**config.mk**
```make
export PLATFORM = sky130hd
export DESIGN_NAME = blake2_cmd_tx
export DESIGN_NICKNAME = d
export VERILOG_FILES = /design/src/rtl/blake2_io_pkg.sv /design/src/rtl/blake2_tx_blockcnt.sv /design/src/rtl/blake2_cmd_tx.sv
export SDC_FILE = /design/constraint.sdc
export NUM_CORES = 1
export LEC_CHECK = 0
export ABC_CLOCK_PERIOD_IN_PS = 2800
export CAP_MARGIN = 20
export CORE_AREA = 2 2 131 133
export CTS_CLUSTER_SIZE = 16
export DETAILED_ROUTE_END_ITERATION = 10
export DIE_AREA = 0 0 133 135
export PLACE_DENSITY = 0.87
export SETUP_SLACK_MARGIN = 0.1
export SLEW_MARGIN = 20
export SYNTH_ARGS = -nofsm -noshare
export SYNTH_HDL_FRONTEND = slang
export SYNTH_SLANG_ARGS = --single-unit
```
**constraint.sdc**
```tcl
create_clock -name clk -period 2.8 [get_ports clk]
set_input_delay 0.56 -clock clk [delete_from_list [all_inputs] [get_ports clk]]
set_output_delay 0.56 -clock clk [all_outputs]
set_load 0.005 [all_outputs]
```
**src/rtl/blake2_io_pkg.sv**
```systemverilog
// Shared definitions for the BLAKE2 byte-serial command interface:
// command codes, framing sizes and the transmitter state encoding.
package blake2_io_pkg;

    localparam int BLOCK_BYTES = 64;
    localparam int CONF_BYTES  = 10;

    localparam logic [1:0] CMD_CONF  = 2'd0;
    localparam logic [1:0] CMD_START = 2'd1;
    localparam logic [1:0] CMD_DATA  = 2'd2;
    localparam logic [1:0] CMD_LAST  = 2'd3;

    typedef enum logic [2:0] {
        ST_IDLE,
        ST_CONF,
        ST_KEY,
        ST_MSG,
        ST_DONE
    } tx_state_t;

endpackage

```
**src/rtl/blake2_tx_blockcnt.sv**
```systemverilog
// Block bookkeeping for the transmitter: position inside the current
// 64-byte block, remaining message bytes, final-block flag and padding select.
module blake2_tx_blockcnt
    import blake2_io_pkg::*;
(
    input  logic        clk,
    input  logic        nreset,
    input  logic        init,
    input  logic [63:0] ll,
    input  logic        advance,
    input  logic        in_key,
    input  logic [5:0]  kk,
    output logic        last,
    output logic        pad,
    output logic        block_end
);

    logic [5:0]  byte_cnt_reg;
    logic [63:0] rem_reg;
    logic        last_reg;

    // At byte 0 the final-block decision is taken live; it is held for the
    // remaining 63 bytes because rem keeps moving inside the block.
    // While in the key block rem still equals ll, so rem==0 means ll==0.
    assign last      = (byte_cnt_reg == 6'd0)
                     ? (in_key ? (rem_reg == 64'd0) : (rem_reg <= 64'(BLOCK_BYTES)))
                     : last_reg;
    assign pad       = in_key ? (byte_cnt_reg >= kk) : (rem_reg == 64'd0);
    assign block_end = (byte_cnt_reg == 6'(BLOCK_BYTES - 1));

    // Counters advance only when a data byte is actually staged.
    always_ff @(posedge clk) begin
        if (!nreset) begin
            byte_cnt_reg <= 6'd0;
            rem_reg      <= 64'd0;
            last_reg     <= 1'b0;
        end else if (init) begin
            byte_cnt_reg <= 6'd0;
            rem_reg      <= ll;
            last_reg     <= 1'b0;
        end else if (advance) begin
            byte_cnt_reg <= byte_cnt_reg + 6'd1;
            if (byte_cnt_reg == 6'd0) begin
                last_reg <= last;
            end
            if (!in_key && !pad) begin
                rem_reg <= rem_reg - 64'd1;
            end
        end
    end

endmodule

```
**src/rtl/blake2_cmd_tx.sv**
```systemverilog
// Host-side byte-serial command transmitter for the BLAKE2 core: emits the
// configuration bytes, the optional zero-padded key block and the message
// blocks (final one zero-padded) as registered valid/cmd/data.
module blake2_cmd_tx
    import blake2_io_pkg::*;
(
    input  logic        clk,
    input  logic        nreset,
    input  logic        start_i,
    input  logic [5:0]  kk_i,
    input  logic [5:0]  nn_i,
    input  logic [63:0] ll_i,
    input  logic        src_valid_i,
    input  logic [7:0]  src_data_i,
    output logic        src_ready_o,
    input  logic        ready_i,
    output logic        valid_o,
    output logic [1:0]  cmd_o,
    output logic [7:0]  data_o,
    output logic        busy_o,
    output logic        done_o
);

    tx_state_t   state_reg, state_next;
    logic [5:0]  kk_reg, nn_reg;
    logic [63:0] ll_reg;
    logic [3:0]  conf_cnt_reg, conf_cnt_next;
    logic        valid_reg, valid_next;
    logic [1:0]  cmd_reg, cmd_next;
    logic [7:0]  data_reg, data_next;
    logic        busy_reg, busy_next;
    logic        done_reg, done_next;
    logic        first_reg, first_next;

    logic        accept;
    logic        in_data, in_key, stage;
    logic        last, pad, block_end;
    logic [3:0]  ll_idx;
    logic [7:0]  conf_byte;

    assign accept  = (state_reg == ST_IDLE) && start_i;
    assign in_key  = (state_reg == ST_KEY);
    assign in_data = in_key || (state_reg == ST_MSG);
    // Padding bytes need only the core to be ready; source bytes need both.
    assign stage   = in_data && ready_i && (pad || src_valid_i);

    assign src_ready_o = ready_i && in_data && !pad;

    // Bytes 2..9 of the configuration are ll, least significant byte first.
    assign ll_idx    = conf_cnt_reg - 4'd2;
    assign conf_byte = (conf_cnt_reg == 4'd1) ? {2'b00, nn_reg}
                                              : ll_reg[{ll_idx[2:0], 3'b000} +: 8];

    blake2_tx_blockcnt u_blockcnt (
        .clk       (clk),
        .nreset    (nreset),
        .init      (accept),
        .ll        (ll_i),
        .advance   (stage),
        .in_key    (in_key),
        .kk        (kk_reg),
        .last      (last),
        .pad       (pad),
        .block_end (block_end)
    );

    // State, output and latched-parameter registers.
    always_ff @(posedge clk) begin
        if (!nreset) begin
            state_reg    <= ST_IDLE;
            kk_reg       <= 6'd0;
            nn_reg       <= 6'd0;
            ll_reg       <= 64'd0;
            conf_cnt_reg <= 4'd0;
            valid_reg    <= 1'b0;
            cmd_reg      <= CMD_CONF;
            data_reg     <= 8'd0;
            busy_reg     <= 1'b0;
            done_reg     <= 1'b0;
            first_reg    <= 1'b0;
        end else begin
            state_reg    <= state_next;
            conf_cnt_reg <= conf_cnt_next;
            valid_reg    <= valid_next;
            cmd_reg      <= cmd_next;
            data_reg     <= data_next;
            busy_reg     <= busy_next;
            done_reg     <= done_next;
            first_reg    <= first_next;
            if (accept) begin
                kk_reg <= kk_i;
                nn_reg <= nn_i;
                ll_reg <= ll_i;
            end
        end
    end

    // Next-state and staged-byte selection.
    always_comb begin
        state_next    = state_reg;
        conf_cnt_next = conf_cnt_reg;
        valid_next    = 1'b0;
        cmd_next      = cmd_reg;
        data_next     = data_reg;
        busy_next     = busy_reg;
        done_next     = 1'b0;
        first_next    = first_reg;
        case (state_reg)
            ST_IDLE: begin
                // Configuration byte 0 (kk) is staged straight from the
                // inputs so it appears the cycle after start.
                if (start_i) begin
                    state_next    = ST_CONF;
                    busy_next     = 1'b1;
                    first_next    = 1'b1;
                    valid_next    = 1'b1;
                    cmd_next      = CMD_CONF;
                    data_next     = {2'b00, kk_i};
                    conf_cnt_next = 4'd1;
                end
            end
            ST_CONF: begin
                valid_next    = 1'b1;
                cmd_next      = CMD_CONF;
                data_next     = conf_byte;
                conf_cnt_next = conf_cnt_reg + 4'd1;
                if (conf_cnt_reg == 4'(CONF_BYTES - 1)) begin
                    conf_cnt_next = 4'd0;
                    state_next    = (kk_reg != 6'd0) ? ST_KEY : ST_MSG;
                end
            end
            ST_KEY, ST_MSG: begin
                if (stage) begin
                    valid_next = 1'b1;
                    data_next  = pad ? 8'd0 : src_data_i;
                    cmd_next   = first_reg ? CMD_START : (last ? CMD_LAST : CMD_DATA);
                    first_next = 1'b0;
                    if (block_end) begin
                        state_next = last ? ST_DONE : ST_MSG;
                    end
                end
            end
            ST_DONE: begin
                done_next  = 1'b1;
                busy_next  = 1'b0;
                state_next = ST_IDLE;
            end
            default: state_next = ST_IDLE;
        endcase
    end

    assign valid_o = valid_reg;
    assign cmd_o   = cmd_reg;
    assign data_o  = data_reg;
    assign busy_o  = busy_reg;
    assign done_o  = done_reg;

endmodule

```
After elaboration in Yosys (flattened, before gate mapping)
Index checks and enable logic that the tools add are counted.

Magnitude comparators: 2. Bitwise gates (word level): 1. Shift operators: 1. Eq/ne operators: 11. Muxes and demuxes: 34. Reductions and logical operators: 28. Add/sub/neg operators: 4.

Operators by type and width (number): 64-bit 2-to-1 mux (3); 64-bit by 7-bit <= comparator with 1-bit output (second input constant) (1); 64-bit logical NOT (1); 64-bit by 7-bit variable part select with 8-bit output (1); 64-bit by 1-bit subtractor with 64-bit output (second input constant) (1); 8-bit 2-to-1 mux (4); 8-bit case mux with 3 select lines (1); 3-bit 2-to-1 mux (5); 1-bit 2-to-1 mux (10); 2-bit nonzero test (5); 3-bit case mux with 3 select lines (1); 4-bit 2-to-1 mux (2); 2-bit inequality test (second input constant) (4); 4-bit case mux with 2 select lines (1); 2-bit AND reduction (4); 6-bit by 1-bit adder with 6-bit output (second input constant) (1); 3-bit by 2-bit == test with 1-bit output (second input constant) (2); 6-bit == test (second input constant) (1); 6-bit greater-or-equal comparator (1); 6-bit logical NOT (1); 2-bit 2-to-1 mux (3); 2-bit case mux with 3 select lines (1); 3-bit AND reduction (2); 6-bit nonzero test (1); 16 further kinds (24).

Input port bits: 89. Logic and storage cells: 95. Bits in registers: 168.

Depth between registers and ports, before layout
Gate-level depths: netlist (run 1).

Depth in word-level cells: 7. Gate-level depth with buffers: 12. Mapped depth without buffers: 9.

By module
A second synthesis (run 1) with hierarchy kept.

Cell total of the unflattened synthesis: 1045. Area total of the unflattened synthesis: 8573.2 µm².

By module, submodules not included: blake2_tx_blockcnt (area an instance 4393.0 µm², cells each 559, instances 1); blake2_cmd_tx (area an instance 4180.3 µm², cells each 486, instances 1).

Worst setup path before layout (run 1)
No wires, ideal clock.

Kind: reg2reg. Start point: register u_blockcnt.rem_reg[35]. End point: register u_blockcnt.rem_reg[50]. Buffers on the path: 1. Clock period less this slack: 2741 ps. Slack: 59 ps. Arrival time: 2608 ps. Stages on the path, launching flop included: 9. Data required time: 2668 ps. Cells stage by stage: dfxtp_1 -> or3_1 -> buf_2 -> or4_4 -> or4_4 -> a2111oi_4 -> nor4b_4 -> xnor2_1 -> a21oi_1.

Word-level cells in the longest chain between the ends: 6. Elaborated cells between the ends (all ways): 13. Classes of those cells: add/sub (1); mux (4); reduce/logical (8).

Ends and longest elaborated chain: start, declared (RTL line blake2_tx_blockcnt.sv:19) `logic [63:0] rem_reg;`; start signal, assigned (RTL line blake2_tx_blockcnt.sv:39) `rem_reg <= ll;`; start signal, assigned (RTL line blake2_tx_blockcnt.sv:47) `rem_reg <= rem_reg - 64'd1;`; branches (longest 6 deep; another with 64-bit by 1-bit subtractor with 64-bit output).

Parallel ways; which one is timed is not known. The select of a mux whose other input is x is not followed. A chain may end at the register's enable or synchronous reset.

Worst setup path after layout (run 1)
Start point: register u_blockcnt.rem_reg[16]. End point: output port src_ready_o.

Word-level cells in the longest chain between the ends: 4.

Ends and longest elaborated chain: 64-bit logical NOT (RTL line blake2_tx_blockcnt.sv:28) `assign pad = in_key ? (byte_cnt_reg >= kk) : (rem_reg == 64'd0);`; 1-bit 2-to-1 mux (RTL line blake2_tx_blockcnt.sv:28); 1-bit logical NOT (RTL line blake2_cmd_tx.sv:47) `assign src_ready_o = ready_i && in_data && !pad;`; 1-bit logical AND (RTL line blake2_cmd_tx.sv:47); end, declared (RTL line blake2_cmd_tx.sv:15) `output logic src_ready_o,`.

No other way between the ends.

==> results.json, run 1 <==
{
  "netlist_top_cells_area": "sky130_fd_sc_hd__dfxtp_1 41%, sky130_fd_sc_hd__a21oi_1 9.9%, sky130_fd_sc_hd__nand2_1 8.6%, sky130_fd_sc_hd__mux4_2 4.4%, sky130_fd_sc_hd__o21ai_0 4.2%",
  "vias": 8799,
  "core-area_um2": 16400,
  "ant_nets": 0,
  "netlist_instances": 991,
  "worst-path-max-fanout": 2,
  "cts_tree": "built",
  "finalHoldViolCount": 0,
  "total_power_draw_uw": 8020,
  "slew_violations": 0,
  "worst_setup_hold_path_clk_slew_ns": 0.07,
  "share_of_yosys_cell_area_claimed_by_the_top_area_cell_type_pct": 41.3,
  "synth_edf_count": 0,
  "cts_num_sinks": 168,
  "violated_checks": "negative setup slack",
  "critPathSlowestCell": "sky130_fd_sc_hd__or4_4",
  "powerDensity_nw_per_um2": 729,
  "htreeDepth": 4,
  "synth.most_common_cell": "sky130_fd_sc_hd__nand2_1",
  "cap_viol_max_count": 0,
  "first_pass_grt_wire_length_um": 40500,
  "cts_inserted_buffers": 17,
  "ys_seq_area_share_pct": 41.3,
  "drt-vias-per-instance": 6.37,
  "boundaryPins": 103,
  "synthesis.area_um2": 8140,
  "post-route-drc-count": 0,
  "slew_headroom_pct": 61.2,
  "ys_types": 62,
  "die_w_um": 133,
  "synth_area_per_cell_um2": 8.22,
  "dp_hpwl_um": 18000,
  "rows": 47,
  "dr.first_iter.drc_count": 1404,
  "timing.critical_path.cells": "or3_4 -> or3_4 -> or4_4 -> o21ai_4 -> a21boi_2 -> buf_2",
  "place_congestion": 0.902,
  "critPathBufInv": 1,
  "place.port_buffers": 102,
  "effective_utilization_at_floorplan_pct": 49.6,
  "cts_root_buf": "sky130_fd_sc_hd__clkbuf_16",
  "multiInputGateArea_um2": 4790,
  "crit_arrival_ns": 2.44,
  "areaGrowthSynthToFinish_pct": 35.0,
  "final_net_count": 1249,
  "fill_cells": 1159,
  "worst_ir_drop_vdd_mv": 0.525,
  "grt_overflow": 0,
  "worst-slew-pin-transition_ns": 0.582,
  "track_usage_pct": 28.8,
  "slowest_stage_delay_cp_ns": 0.53,
  "period_minus_slack_ns": 3.00,
  "route.final.wire_length_um": 27900,
  "run_status": "finished, violations left",
  "grt_pass1_vias": 7924,
  "die_height_um": 135,
  "clk_path_buf_depth": 2,
  "min_period_over_period_pct": 107,
  "synth_area_leader_cell": "sky130_fd_sc_hd__dfxtp_1",
  "finalSetupTns_ns": -0.205,
  "kind_of_critical_path": "flip-flop to output pin",
  "grt_max_degree": 88,
  "critPathTopFamily": "simple AND/OR/NAND/NOR gates",
  "synth_seq_cells": 168,
  "worst_path_most_repeated_cell": "sky130_fd_sc_hd__or3_4",
  "crit_path_end_kind": "output pin",
  "synth_fp_nets": 1092,
  "setup_slack_ns": -0.205,
  "unrepaired_setup_endpoints_after_global_routing": "yes",
  "antennaDiodeCount": 0,
  "power.static_leakage_uw": 0.00399,
  "register_area_um2": 3370,
  "synthesis.yosys.warnings": 0,
  "hold_path_class": "flip-flop to flip-flop",
  "async_reset_ff_share_pct": 0,
  "finClkSkew_ns": 0.0113,
  "worst_ep_required_time_ns": 2.24,
  "clk-insertion-delay-late_ns": 0.45,
  "drive_above_1_share_pct": 18.6,
  "synth_top_cells_by_count": "186 x sky130_fd_sc_hd__nand2_1, 168 x sky130_fd_sc_hd__dfxtp_1, 161 x sky130_fd_sc_hd__a21oi_1",
  "route.detailed.wl_per_inst_um": 20.2,
  "report.final.setup_viol": 1,
  "antenna_found_initial": 0,
  "die-area_um2": 18000,
  "detailedRoute.firstPassIterationCount": 6,
  "critical_path.startpoint_type": "flip-flop",
  "yosys_most_used_dff": "sky130_fd_sc_hd__dfxtp_1",
  "achievable-frequency_mhz": 333
}
cells in the final DEF, fill, tap and decap left out, types with 16 or more instances in the layout:
cell type,synthesis,layout
sky130_fd_sc_hd__nand2_1,186,185
sky130_fd_sc_hd__dfxtp_1,168,162
sky130_fd_sc_hd__a21oi_1,161,155
sky130_fd_sc_hd__clkdlybuf4s50_1,0,100
sky130_fd_sc_hd__buf_4,1,81
sky130_fd_sc_hd__o21ai_0,69,67
sky130_fd_sc_hd__nor2_1,38,37
sky130_fd_sc_hd__nor4_1,29,27
sky130_fd_sc_hd__xnor2_1,29,27
sky130_fd_sc_hd__xor2_1,23,22
sky130_fd_sc_hd__nand3_1,19,18
sky130_fd_sc_hd__clkbuf_16,0,18
sky130_fd_sc_hd__nor3_1,20,17
sky130_fd_sc_hd__mux4_2,16,16
final cells by class:
type,instances,area share (%)
clock buffers,17,3.87
well taps,220,2.50
flip-flops and latches,168,30.7
multi-input cells,746,43.6
repair buffers,201,17.2
clock inverters,15,1.73
inverters,14,0.478
cells by family (layout without fill, tap and decap cells):
| kind of cell | count (synthesis) | count (layout) | synth area share [%] |
|---|---|---|---|
| muxes | 26 | 26 | 5.69 |
| DFF | 168 | 168 | 41.3 |
| AOI/OAI and AO/OA | 285 | 285 | 19.6 |
| buffers and inverters | 77 | 247 | 3.66 |
| xor gates and xnor gates | 52 | 52 | 5.59 |
| adders and majority gates | 13 | 13 | 1.97 |
| and+or+nand+nor | 370 | 370 | 22.2 |
stage by stage:
step	hold slack (ns)	instance area (um^2)	worst slack, ns	utilization, %	std cells
2_1_floorplan	0.433	8140	0.103	-	991
3_3_place_gp	0.439	9910	-0.171	60.4	1335
3_5_place_dp	0.446	9910	-0.202	60.4	1335
4_1_cts	0.456	10700	-0.0963	65.0	1370
5_1_grt	0.469	11000	-0.230	67.0	1381
6_report	0.453	11000	-0.205	67.0	1381
tightest hold or removal path, cell delays in order (launching register included):
cell and delay [ns]:
sky130_fd_sc_hd__dfxtp_1 0.31, sky130_fd_sc_hd__nand2_1 0.05, sky130_fd_sc_hd__a21oi_1 0.05
metal layers:
| layer | GRT usage, % | vias up | share of wire (%) | wire length, um |
|---|---|---|---|---|
| met5 | 0 | - | 0 | 0 |
| met4 | 10.8 | 0 | 5.8 | 1630 |
| met3 | 6.53 | 171 | 10 | 2860 |
| met2 | 48.3 | 646 | 47 | 13000 |
| met1 | 36.3 | 4125 | 37 | 10400 |
| li1 | - | 3857 | - | - |
what timing repair did:
item                       4_1_cts  5_1_grt
cloned                           0        3
gates resized for setup         34       48
hold buffers                     0        0
setup endpoints to repair       49       61
setup buffers                    3        9
pin swaps                        7       32
final timing paths:
kind / from / end / slack, ns / depth (start not counted)
setup / recovery: u_blockcnt.rem_reg[16]$_SDFFE_PN0P_ / src_ready_o / -0.20 / 6
hold / removal: ll_reg[36]$_SDFFE_PN0P_ / ll_reg[36]$_SDFFE_PN0P_ / 0.45 / 2
setup reg to reg: u_blockcnt.rem_reg[16]$_SDFFE_PN0P_ / state_reg[2]$_SDFFE_PN0P_ / 0.03 / 8
hold reg to reg: ll_reg[36]$_SDFFE_PN0P_ / ll_reg[36]$_SDFFE_PN0P_ / 0.45 / 2
power breakdown:
part | total [uW] | switching [uW] | internal [uW]
clock | 2490 | 1070 | 1420
combinational | 2490 | 1390 | 1100
sequential | 3030 | 295 | 2740
Note: power is estimated with default switching activity, not from simulation.
==> run 2: changes to the inputs <==
--- a/config.mk
+++ b/config.mk
@@ -11,7 +11,7 @@
 export CTS_CLUSTER_SIZE = 16
 export DETAILED_ROUTE_END_ITERATION = 10
 export DIE_AREA = 0 0 133 135
-export PLACE_DENSITY = 0.87
+export PLACE_DENSITY = 0.75
 export SETUP_SLACK_MARGIN = 0.1
 export SLEW_MARGIN = 20
 export SYNTH_ARGS = -nofsm -noshare
==> run 2 against run 1 <==
The flow still finishes with violations (negative setup slack). Critical endpoint unchanged. Non-clock buffer count up 24. Design area increased by 2.0%. Clock power down 5%. Setup slack got worse by 0.038 ns. Sequential power hardly changed. Wire length is 6.0% lower. Register-to-register slack lost 0.14 ns. Sequential cell count stayed put. First-iteration DRC count shrank 39%. Sequential share of layout area is 0.60 points lower.
==> results.json, run 2 (synthesized netlist as in run 1, its figures left out) <==
{
  "run_status": "finished, violations left",
  "violated_checks": "negative setup slack",
  "powerDensity_nw_per_um2": 708,
  "dr.first_iter.drc_count": 850,
  "power.share.switching_pct": 33.0,
  "crit_path_end_kind": "output pin",
  "worst_hold_path.endpoint": "ll_reg[5]$_SDFFE_PN0P_",
  "clk-insertion-delay-late_ns": 0.44,
  "hold_path_class": "flip-flop to flip-flop",
  "cts_num_sinks": 168,
  "top_library_cells_by_usage_in_the_layout_fill_and_taps_aside": "182 x sky130_fd_sc_hd__nand2_1, 163 x sky130_fd_sc_hd__dfxtp_1, 158 x sky130_fd_sc_hd__a21oi_1, 102 x sky130_fd_sc_hd__buf_4, 100 x sky130_fd_sc_hd__clkdlybuf4s50_1",
  "cap_viol_max_count": 0,
  "detailedRoute.firstPassIterationCount": 5,
  "startpoint_of_the_worst_setup_timing_path": "u_blockcnt.rem_reg[21]$_SDFFE_PN0P_",
  "placed_cells": 1353,
  "rr_endpoint": "state_reg[0]$_SDFFE_PN0P_",
  "critical_path.reg2reg.startpoint": "u_blockcnt.rem_reg[21]$_SDFFE_PN0P_",
  "clk_path_buf_depth": 2,
  "dp_hpwl_um": 18400,
  "cts_inserted_buffers": 17,
  "worst-path-max-fanout": 2,
  "period_minus_slack_ns": 3.04,
  "rows": 47,
  "antenna_found_initial": 0,
  "place.port_buffers": 102,
  "drt-vias-per-instance": 5.92,
  "boundaryPins": 103,
  "cts_tree": "built",
  "min_delay_path_depth": 2,
  "grt_overflow": 0,
  "finalHoldViolCount": 0,
  "antennaDiodeCount": 0,
  "grt_pass1_vias": 7800,
  "worst_setup_hold_path_clk_slew_ns": 0.06,
  "first_pass_grt_wire_length_um": 40400,
  "slew_violations": 0,
  "core-area_um2": 16400,
  "seqPwrFrac_pct": 37.8,
  "finClkSkew_ns": 0.0112,
  "kind_of_critical_path": "flip-flop to output pin",
  "place_congestion": 0.921,
  "worst_ep_required_time_ns": 2.24,
  "ant_nets": 0,
  "die-area_um2": 18000,
  "number_of_cell_instances_on_the_worst_register_to_register_path": 11,
  "worst_hold_startpoint": "ll_reg[5]$_SDFFE_PN0P_",
  "route.detailed.wl_per_inst_um": 18.7,
  "unrepaired_setup_endpoints_after_global_routing": "yes",
  "most_common_library_cell_in_the_layout_ignoring_fill_and_taps": "sky130_fd_sc_hd__nand2_1",
  "min_period_over_period_pct": 109,
  "slew_headroom_pct": 60.9,
  "htreeDepth": 4,
  "vias": 8318,
  "regToRegSetupSlack_ns": -0.11,
  "achievable-frequency_mhz": 329,
  "dpl_cell_area_um2": 10100,
  "areaGrowthSynthToFinish_pct": 37.7,
  "die_w_um": 133,
  "final_net_count": 1273,
  "net-switching-power_uw": 2620,
  "worst-slew-pin-transition_ns": 0.583,
  "fin_cells": 1405,
  "post-route-drc-count": 0,
  "worst_ir_drop_vdd_mv": 0.507,
  "setup_slack_ns": -0.242,
  "route.final.wire_length_um": 26200,
  "drive_above_1_share_pct": 20.2,
  "die_height_um": 135,
  "crit_arrival_ns": 2.48,
  "power.static_leakage_uw": 0.00411,
  "grt_max_degree": 61,
  "cts_root_buf": "sky130_fd_sc_hd__clkbuf_16",
  "power_frac_clock_pct": 29.9,
  "critical_path.startpoint_type": "flip-flop",
  "report.final.setup_viol": 7,
  "finalInstanceArea_um2": 11200,
  "effective_utilization_at_floorplan_pct": 49.6,
  "track_usage_pct": 28.8,
  "comb_power_share_pct": 32.4,
  "int_power_uw": 5320
}
-- run 2: how the worst max path moves through the flow --
stage	endpoint	slack, ns	depth (start not counted)
after floorplan	state_reg[0]$_SDFFE_PN0P_	0.10	8
after global placement	src_ready_o	-0.19	6
after detailed placement	src_ready_o	-0.24	9
after CTS	src_ready_o	-0.20	6
after global routing	src_ready_o	-0.30	6
final	src_ready_o	-0.24	6
-- run 2: repair_timing --
item,CTS,global route
setup endpoints to repair,66,59
endpoints found under the hold margin,0,0
pin swaps,20,34
hold buffers,0,0
buffers inserted,9,12
gates resized for setup,37,56
-- run 2: through the flow --
stage	util, %	TNS (ns)	hold WS (ns)	total power, uW	setup slack (ns)
after floorplan	-	0	0.433	4340	0.103
after global placement	61.4	-1.01	0.441	5330	-0.188
final	68.3	-0.575	0.452	7940	-0.242
after global routing	68.3	-1.30	0.474	8300	-0.301
after CTS	66.2	-0.196	0.455	7790	-0.196
after detailed placement	61.4	-2.79	0.446	5390	-0.243
-- run 2: power groups by stage --
stage               clock, uW  combinational (uW)  sequential, uW
floorplan                   0                1360            2990
global placement            0                2320            3010
detailed placement          0                2360            3020
CTS                      2380                2430            2980
global route             2480                2790            3030
finish                   2370                2570            3000
-- run 2: per-layer routing --
layer	global-route usage, %	vias to the layer above	routed length [um]
met4	13.2	0	877
met2	47.4	360	12600
met3	5.44	75	1910
li1	-	3917	-
met5	0	-	0
met1	36.8	3966	10900
-- run 2: cell type report --
type,instances,area [um^2]
clock buffer,23,478
clock inverter,9,116
fill,1246,5200
inverter,14,52.6
multi-input combinational,746,4820
sequential,168,3370
tap,220,275
timing repair buffer,225,2100
-- run 2: worst max-delay path, cell delays in order, from the launching register on --
cell                       delay (ns)
sky130_fd_sc_hd__dfxtp_2         0.32
sky130_fd_sc_hd__or3_4           0.39
sky130_fd_sc_hd__or3_4           0.40
sky130_fd_sc_hd__or4_4           0.56
sky130_fd_sc_hd__o21ai_2         0.16
sky130_fd_sc_hd__a21boi_2        0.08
sky130_fd_sc_hd__buf_2           0.14
==> run 3: changes to the inputs <==
--- a/config.mk
+++ b/config.mk
@@ -5,7 +5,6 @@
 export SDC_FILE = /design/constraint.sdc
 export NUM_CORES = 1
 export LEC_CHECK = 0
-export ABC_CLOCK_PERIOD_IN_PS = 2800
 export CAP_MARGIN = 20
 export CORE_AREA = 2 2 131 133
 export CTS_CLUSTER_SIZE = 16
==> results of run 3 <==
Same layout as run 2: the final DEF is identical, and so are final timing and power.
